### config.mk
export PLATFORM = sky130hd
export DESIGN_NAME = mac_operand_feeder
export DESIGN_NICKNAME = d
export VERILOG_FILES = /design/src/rtl/mac_pkg.sv /design/src/rtl/mac_operand_buf.sv /design/src/rtl/mac_operand_feeder.sv
export SDC_FILE = /design/constraint.sdc
export NUM_CORES = 1
export LEC_CHECK = 0
export CORE_UTILIZATION = 50
export CTS_CLUSTER_DIAMETER = 80
export CTS_CLUSTER_SIZE = 12
export DETAILED_ROUTE_END_ITERATION = 7
export DONT_BUFFER_PORTS = 1
export PLACE_DENSITY = 0.63
export SYNTH_ARGS = -nofsm -noshare
export SYNTH_HDL_FRONTEND = slang
export SYNTH_SLANG_ARGS = --single-unit
### constraint.sdc
create_clock -name clk -period 4.6 [get_ports clk]
set_clock_uncertainty 0.2 [all_clocks]
set_input_delay 0.69 -clock clk [delete_from_list [all_inputs] [get_ports clk]]
set_output_delay 0.69 -clock clk [all_outputs]
set_load 0.02 [all_outputs]
### src/rtl/mac_pkg.sv
// Shared types and helpers for the MAC operand feeder: state encoding,
// lane/dot widths, and lane pack/unpack helpers for packed operand words.
package mac_pkg;

  localparam int LANE_W    = 8;
  localparam int DOT_W     = 36;
  localparam int MAX_LANES = 16;
  localparam int MAX_FLAT  = MAX_LANES * LANE_W;

  typedef enum logic [2:0] {
    IDLE,
    START,
    STREAM,
    DRAIN,
    RESP
  } feeder_state_t;

  // Narrower words are zero-extended into MAX_FLAT by the caller.
  function automatic logic signed [LANE_W-1:0] lane_of(input logic [MAX_FLAT-1:0] flat,
                                                      input int idx);
    return flat[idx*LANE_W +: LANE_W];
  endfunction

  function automatic logic [MAX_FLAT-1:0] with_lane(input logic [MAX_FLAT-1:0] flat,
                                                   input int idx,
                                                   input logic signed [LANE_W-1:0] val);
    logic [MAX_FLAT-1:0] res;
    res = flat;
    res[idx*LANE_W +: LANE_W] = val;
    return res;
  endfunction

endpackage

### src/rtl/mac_operand_buf.sv
// DEPTH-entry operand register file: one synchronous write port and one
// combinational read port. Contents are intentionally not reset.
module mac_operand_buf
  import mac_pkg::*;
#(
  parameter int NUM_MACS = 4,
  parameter int DEPTH    = 16
) (
  input  logic                         clk,
  input  logic                         wr_en,
  input  logic [$clog2(DEPTH)-1:0]     wr_addr,
  input  logic [NUM_MACS*LANE_W-1:0]   wr_data,
  input  logic [$clog2(DEPTH)-1:0]     rd_addr,
  output logic [NUM_MACS*LANE_W-1:0]   rd_data
);

  logic [NUM_MACS*LANE_W-1:0] mem [DEPTH];

  always_ff @(posedge clk) begin
    if (wr_en) mem[wr_addr] <= wr_data;
  end

  assign rd_data = mem[rd_addr];

endmodule

### src/rtl/mac_operand_feeder.sv
// Source-side sequencer for mac_array: buffers operands, streams a window of
// beats, waits out the MAC latency and returns the dot product.
// Optional: MAC_FEEDER_SATURATE_EN saturates the result and adds sat_flag.
module mac_operand_feeder
  import mac_pkg::*;
#(
  parameter int NUM_MACS = 4,
  parameter int DEPTH    = 16,
  parameter int MAC_LAT  = 2,
  parameter int RES_W    = 32
) (
  input  logic                          clk,
  input  logic                          rst,
  input  logic                          wr_en,
  input  logic                          wr_sel,
  input  logic [$clog2(DEPTH)-1:0]      wr_addr,
  input  logic [NUM_MACS*8-1:0]         wr_data,
  input  logic                          cmd_valid,
  output logic                          cmd_ready,
  input  logic [$clog2(DEPTH)-1:0]      cmd_base,
  input  logic [$clog2(DEPTH):0]        cmd_len,
  output logic                          start,
  output logic                          valid_in,
  output logic [NUM_MACS*8-1:0]         a_flat,
  output logic [NUM_MACS*8-1:0]         b_flat,
  input  logic [35:0]                   dot_in,
  output logic                          busy,
  output logic                          result_valid,
  input  logic                          result_ready,
  output logic [RES_W-1:0]              result_data
`ifdef MAC_FEEDER_SATURATE_EN
  ,
  output logic                          sat_flag
`endif
);

  localparam int AW = $clog2(DEPTH);
  localparam int LW = AW + 1;
  localparam int FW = NUM_MACS * LANE_W;
  localparam int CW = (MAC_LAT > 1) ? $clog2(MAC_LAT) : 1;

  feeder_state_t   state, state_n;
  logic [AW-1:0]   ptr_q, ptr_n;
  logic [LW-1:0]   len_q, len_n;
  logic [LW-1:0]   cnt_q, cnt_n;
  logic [CW-1:0]   drain_q, drain_n;
  logic            capture;
  logic            wr_act, wr_wgt;
  logic [FW-1:0]   act_rd, wgt_rd;

`ifdef MAC_FEEDER_SATURATE_EN
  localparam logic signed [DOT_W-1:0] SAT_MAX = DOT_W'((64'sd1 <<< (RES_W-1)) - 64'sd1);
  localparam logic signed [DOT_W-1:0] SAT_MIN = -SAT_MAX - 1;

  function automatic logic sat_clip(input logic signed [DOT_W-1:0] d);
    return (d > SAT_MAX) || (d < SAT_MIN);
  endfunction

  function automatic logic [RES_W-1:0] shape_dot(input logic signed [DOT_W-1:0] d);
    if (d > SAT_MAX)      return SAT_MAX[RES_W-1:0];
    else if (d < SAT_MIN) return SAT_MIN[RES_W-1:0];
    else                  return d[RES_W-1:0];
  endfunction
`else
  function automatic logic [RES_W-1:0] shape_dot(input logic signed [DOT_W-1:0] d);
    return d[RES_W-1:0];
  endfunction
`endif

  // Buffers only accept writes while idle so a running window never changes.
  assign wr_act = wr_en && (state == IDLE) && !wr_sel;
  assign wr_wgt = wr_en && (state == IDLE) &&  wr_sel;

  mac_operand_buf #(.NUM_MACS(NUM_MACS), .DEPTH(DEPTH)) u_act_buf (
    .clk     (clk),
    .wr_en   (wr_act),
    .wr_addr (wr_addr),
    .wr_data (wr_data),
    .rd_addr (ptr_q),
    .rd_data (act_rd)
  );

  mac_operand_buf #(.NUM_MACS(NUM_MACS), .DEPTH(DEPTH)) u_wgt_buf (
    .clk     (clk),
    .wr_en   (wr_wgt),
    .wr_addr (wr_addr),
    .wr_data (wr_data),
    .rd_addr (ptr_q),
    .rd_data (wgt_rd)
  );

  always_comb begin
    state_n = state;
    ptr_n   = ptr_q;
    len_n   = len_q;
    cnt_n   = cnt_q;
    drain_n = drain_q;
    capture = 1'b0;
    case (state)
      IDLE: begin
        if (cmd_valid && cmd_ready) begin
          state_n = START;
          ptr_n   = cmd_base;
          len_n   = (cmd_len > LW'(DEPTH)) ? LW'(DEPTH) : cmd_len;
          cnt_n   = '0;
          drain_n = '0;
        end
      end
      START:  state_n = (len_q != '0) ? STREAM : DRAIN;
      STREAM: if (cnt_q == len_q) state_n = DRAIN;
      DRAIN: begin
        if (drain_q == CW'(MAC_LAT - 1)) begin
          state_n = RESP;
          capture = 1'b1;
        end else begin
          drain_n = drain_q + 1'b1;
        end
      end
      RESP:    if (result_ready) state_n = IDLE;
      default: state_n = IDLE;
    endcase
    // A beat is issued on every cycle whose next state is STREAM; the
    // pointer wraps modulo DEPTH through its natural width.
    if (state_n == STREAM) begin
      ptr_n = ptr_q + 1'b1;
      cnt_n = cnt_q + 1'b1;
    end
  end

  // ---- registered outputs: everything visible to mac_array and the consumer
  always_ff @(posedge clk or posedge rst) begin
    if (rst) begin
      state        <= IDLE;
      ptr_q        <= '0;
      len_q        <= '0;
      cnt_q        <= '0;
      drain_q      <= '0;
      cmd_ready    <= 1'b1;
      busy         <= 1'b0;
      start        <= 1'b0;
      valid_in     <= 1'b0;
      a_flat       <= '0;
      b_flat       <= '0;
      result_valid <= 1'b0;
      result_data  <= '0;
`ifdef MAC_FEEDER_SATURATE_EN
      sat_flag     <= 1'b0;
`endif
    end else begin
      state        <= state_n;
      ptr_q        <= ptr_n;
      len_q        <= len_n;
      cnt_q        <= cnt_n;
      drain_q      <= drain_n;
      cmd_ready    <= (state_n == IDLE);
      busy         <= (state_n != IDLE);
      start        <= (state_n == START);
      valid_in     <= (state_n == STREAM);
      a_flat       <= (state_n == STREAM) ? act_rd : '0;
      b_flat       <= (state_n == STREAM) ? wgt_rd : '0;
      result_valid <= (state_n == RESP);
      if (capture) result_data <= shape_dot($signed(dot_in));
`ifdef MAC_FEEDER_SATURATE_EN
      if (capture)               sat_flag <= sat_clip($signed(dot_in));
      else if (state_n != RESP)  sat_flag <= 1'b0;
`endif
    end
  end

endmodule
Word-level counts from Yosys, hierarchy flattened:

Memories as Yosys holds them, arrays and structs flattened.
Cells that the tools add are included.

* bits in registers: 119
* input bits: 87
* bits in writable memories: 1024
* output and inout port bits: 101
* logic and storage cells: 67
* memories: 2

* muxes and demuxes: 24
* magnitude comparators: 1
* add/sub/neg operators: 3
* reductions and logical operators: 15
* eq/ne operators: 9

Memory list
* u_act_buf.mem: words 16, width 32, read ports 1, clocked after Yosys merged registers in 0, wr ports 1, RTL line mac_operand_buf.sv:17 `logic [NUM_MACS*LANE_W-1:0] mem [DEPTH];`
* u_wgt_buf.mem: words 16, width 32, read ports 1, clocked after Yosys merged registers in 0, wr ports 1, RTL line mac_operand_buf.sv:17

Operators by type and width (count)
* 32-bit two-way mux: 2
* 5-bit two-way mux: 4
* 3-bit one-hot mux with 5 select lines: 1
* 3-bit two-way mux: 4
* 4-bit two-way mux: 3
* 3-bit by 2-bit == test with 1-bit output, second input constant: 3
* 1-bit two-way mux: 9
* 3-bit by 1-bit == test with 1-bit output, second input constant: 2
* 3-bit == test, second input constant: 2
* 3-bit logical NOT: 2
* 2-bit AND reduction: 3
* 2-bit nonzero test: 3
* 5-bit by 1-bit adder with 5-bit output, second input constant: 1
* 5-bit == test: 1
* 5-bit > comparator, second input constant: 1
* 5-bit nonzero test: 1
* 4-bit by 1-bit adder with 4-bit output, second input constant: 1
* 1-bit logical AND: 4
* 3-bit nonzero test: 1
* 2-bit by 1-bit != test with 1-bit output, second input constant: 1
* 1-bit one-hot mux with 2 select lines: 1
* 1-bit adder, second input constant: 1
* 1-bit logical NOT: 1

Depth between registers and ports, before layout:

* depth after elaboration: 6
* depth in mapped cells: 8
* gate-level depth less buffers: 5

By module:

From an unflattened synthesis, not the netlist that was laid out.

* cells, all modules: 1930
* area total of the unflattened synthesis: 42831.1 sq um

Modules (own cells, without submodules)
* mac_operand_buf: seq. area each 15374.7 sq um, instances 2, area an instance 19213.4 sq um, cells each 806
* mac_operand_feeder: seq. area each 2979.1 sq um, instances 1, area an instance 4404.2 sq um, cells each 318

Least setup slack after synthesis:

Ideal clock, no wire load.

* path kind: input to register
* start: in wr_sel
* end: mem u_act_buf.mem[2][0] (netlist name) (enable)
* data required time: 3.939 ns
* stages: 3
* data arrival time: 3.574 ns
* setup time: 0.461 ns
* setup slack: 0.365 ns
* path buffers: 0
* cells stage by stage: nor4bb_1 -> nand3b_1 -> nor3_1

* longest elaborated chain between the ends: 4

Ends and longest elaborated chain
* start: declaration: RTL line mac_operand_feeder.sv:15 `input logic wr_sel,`
* 1-bit logical NOT: RTL line mac_operand_feeder.sv:71 `assign wr_act = wr_en && (state == IDLE) && !wr_sel;`
* 1-bit logical AND: RTL line mac_operand_feeder.sv:71
* 1-bit two-way mux: RTL line mac_operand_buf.sv:20 `if (wr_en) mem[wr_addr] <= wr_data;`
* 1-bit two-way mux (implied by the code): RTL line mac_operand_buf.sv:20
* end: declaration: RTL line mac_operand_buf.sv:17

Every way passes these cells.

Final worst setup path:

* start: reg state[0]
* end: mem u_act_buf.mem[8][6] (netlist name) (enable)

* longest elaborated chain between the ends: 5

Ends and longest elaborated chain
* start: declaration: RTL line mac_operand_feeder.sv:42 `feeder_state_t state, state_n;`
* start signal: assignment: RTL line mac_operand_feeder.sv:150 `state <= state_n;`
* 3-bit logical NOT: RTL line mac_operand_feeder.sv:71
* 1-bit logical AND (2 in series): RTL line mac_operand_feeder.sv:71
* 1-bit two-way mux: RTL line mac_operand_buf.sv:20
* 1-bit two-way mux (implied by the code): RTL line mac_operand_buf.sv:20

Every way passes these cells.

==> results.py <==
metrics = {
    "logic_synthesis": {
        "synthArstFlopShare_pct": 10.41,
        "synth_most_common_cell": "edfxtp_1",
        "yosys_warnings": 0,
        "synth_seq_cells": 1143,
        "synth_cell_types": 40,
        "synth_top_area_share_pct": 71.69,
        "synth_top_cells_by_area": "edfxtp_1 72%, mux4_2 17%, dfrtp_1 6.9%, nor2b_1 0.93%, mux2_2 0.84%",
        "synth_top_area_cell": "edfxtp_1",
        "netlist_area_um2": 42890,
        "yosysSeqAreaShare_pct": 78.64,
        "postSynthCellCount": 1787,
        "netlist_top_cells_count": "1024 x edfxtp_1, 320 x mux4_2, 118 x dfrtp_1, 64 x nor2b_1, 53 x clkbuf_1",
        "syn_avg_cell_area_um2": 24.00,
        "synth-edff-count": 1024,
        "synth_nets": 1876,
        "synth_ff_type": "edfxtp_1",
    },
    "die": {
        "ioPinCount": 188,
        "dieWidth_um": 294.9,
        "placementRows": 107,
        "coreArea_um2": 85010,
        "start_util_pct": 50.45,
        "die_area_um2": 86950,
        "fp.dieH_um": 294.9,
    },
    "route": {
        "antenna_left": 0,
        "routed_wl_um": 91070,
        "drtPass1Iterations": 5,
        "drc": 0,
        "wl_per_cell_um": 28.73,
        "drtIter0Drc": 1762,
        "vias_per_cell": 5.948,
        "dr_total_vias": 18860,
    },
    "layout": {
        "nets": 2025,
        "seqCellArea_um2": 33740,
        "drive_gt1_share_pct": 28.08,
        "fin_util_pct": 57.17,
        "syn_to_final_growth_pct": 13.31,
        "fillers": 6004,
        "multi_input_area_um2": 8892,
        "n_antenna_cell": 0,
    },
    "timing": {
        "setup-tns-final_ns": 0,
        "worst_slew_pin_slew_ns": 1.188,
        "fmax_mhz": 286.1,
        "maxSlewViolCount": 0,
        "fin_crit_sh_pct": 75.98,
        "holdWs_ns": 0.03169,
        "rsz0062_at_grt": "false",
        "timing.slew.headroom_pct": 20.55,
        "setup_viol": 0,
        "finalCriticalPeriod_ns": 3.495,
        "hold_viol": 0,
    },
    "global_routing": {
        "grt_usage_pct": 21.52,
        "grt_max_degree": 84,
        "antenna_found_initial": 4,
        "grt_pass1_wl_um": 134300,
        "grt_overflow": 0,
        "grt_pass1_vias": 20150,
    },
    "place": {
        "place_hpwl_um": 47900,
        "gp_congestion": 0.7371,
        "io_buffers": 0,
    },
    "clocking": {
        "cts_made_buffers": 105,
        "post_cts_resized": 0,
        "clock_sinks": 1143,
        "clock_path_buffers": 3,
        "clk_pin_slew_ns": 0.06,
        "cts_tree": "built",
        "htree_levels": 3,
        "insertion_delay_ns": 0.65,
        "ctsRootBufferMaster": "clkbuf_16",
    },
    "pwr": {
        "ir_drop_v": 0.0006483,
        "p_seq_share_pct": 47.5,
        "p_leak_nw": 15.48,
        "p_comb_share_pct": 23.5,
        "switching_share_pct": 27.95,
        "internal_power_mw": 19.79,
        "power_density_nw_per_um2": 565.1,
        "p_sw_mw": 7.676,
        "pwr-share-clk_pct": 29.1,
    },
    "worst_setup_path": {
        "r2r_slack_ns": 1.11,
        "critPathBufInv": 1,
        "crit_type": "flip-flop to flip-flop",
        "start_kind": "flip-flop",
        "cpPeakStageDelay_ns": 0.81,
        "crit_chain": "nor2_1, nor4bb_1, nand2_1, nor2_4, buf_4",
        "cp_top_family": "simple AND/OR/NAND/NOR gates",
        "crit_slowest_cell": "nor4bb_1",
        "cp-end-kind": "flip-flop",
        "arrival_ns": 3.63,
        "critPathRequiredTime_ns": 4.74,
        "crit_fanout": 15,
    },
    "worst_hold_path": {
        "hold_path_class": "primary input to flip-flop",
    },
    "outcome": {
        "status": "finished clean",
    },
    "job": {
        "maxCapViolCount": 0,
    },
}
-- repair_timing --
action | 4_1_cts | 5_1_grt
setup buffers | 0 | 0
endpoints found under the hold margin | 1116 | 0
hold buffers | 74 | 0
-- sequential cells by signal, indices dropped and copies added, names as in the netlist, 3 cells and up --
register	flops
u_wgt_buf.mem	512
cnt_q	5
u_act_buf.mem	512
state	3
len_q	5
ptr_q	4
result_data	32
a_flat	32
b_flat	32
-- through the flow --
stage	worst slack, ns	cells	cell area [um^2]	total power [mW]
2_1_floorplan	0.3652	1787	42890	17.91
3_3_place_gp	1.169	2898	44720	19.56
3_5_place_dp	1.062	2898	44720	19.64
4_1_cts	0.9917	3169	48570	27.79
5_1_grt	0.8103	3170	48600	28.57
6_report	1.105	3170	48600	27.47
-- metal layers --
metal  vias to the layer above  share of wire [%]  global-route usage, %
met2                       626                 51                  36.43
met1                     10290                 41                  29.38
li1                       7812                  -                      -
met4                         2                1.6                  5.107
met5                         -              0.014                      0
met3                       123                6.0                  3.605
-- power groups by stage --
stage	Sequential, mW	Clock (mW)	Combinational [mW]
after global routing	13.1	8.53	6.91
after global placement	13.3	0	6.31
after detailed placement	13.3	0	6.38
after floorplan	12.8	0	5.13
final	13.0	7.98	6.44
after CTS	13.1	8.14	6.59
-- final timing paths --
check,from,endpoint,cells past startpoint
max,state[0],u_act_buf.mem[8][6],5
min reg2reg,len_q[4],len_q[4],2
min,cmd_len[4],len_q[1],2
max in group asynchronous,rst,ptr_q[2],3
max reg2reg,state[0],u_act_buf.mem[8][6],5
min in group asynchronous,rst,a_flat[31],2
-- layout by cell type (no fill, tap or decap), types with 2 or more instances in the layout --
| cell type | n |
|---|---|
| a21o_1 | 2 |
| a21oi_1 | 2 |
| buf_12 | 18 |
| buf_4 | 47 |
| clkbuf_1 | 86 |
| clkbuf_16 | 108 |
| dfrtp_1 | 114 |
| dfrtp_4 | 4 |
| dlygate4sd3_1 | 69 |
| edfxtp_1 | 1024 |
| ha_1 | 2 |
| inv_1 | 7 |
| inv_6 | 2 |
| mux2_2 | 32 |
| mux2i_1 | 2 |
| mux4_2 | 320 |
| nand2_1 | 17 |
| nand2b_1 | 8 |
| nand3_1 | 12 |
| nand3b_1 | 5 |
| nand4_1 | 2 |
| nor2_1 | 9 |
| nor2_4 | 24 |
| nor2b_1 | 64 |
| nor3_2 | 8 |
| nor3b_1 | 2 |
| o211ai_1 | 3 |
| o21ai_0 | 8 |
| xnor2_1 | 6 |
| xor2_1 | 2 |
-- cells by family (layout without fill, tap and decap cells) --
| group | count (synthesis) | after routing | share of synthesized area [%] |
|---|---|---|---|
| flops | 1143 | 1143 | 78.64 |
| mux | 354 | 354 | 17.69 |
| simple gates | 157 | 157 | 1.981 |
| buf+inv | 102 | 341 | 1.141 |
| compound gates | 21 | 21 | 0.3267 |
| xor+xnor | 8 | 8 | 0.1634 |
| fa+ha+maj | 2 | 2 | 0.05834 |
-- area by class of cell --
class                      instances  area share, %
clock buffer                     194          6.225
clock inverter                     3        0.07466
inverter                           9        0.07981
multi-input combinational        542          18.30
sequential                      1143          69.43
tap                             1144          2.945
timing repair buffer             135          2.945
Power figures use the tool's default switching activity.
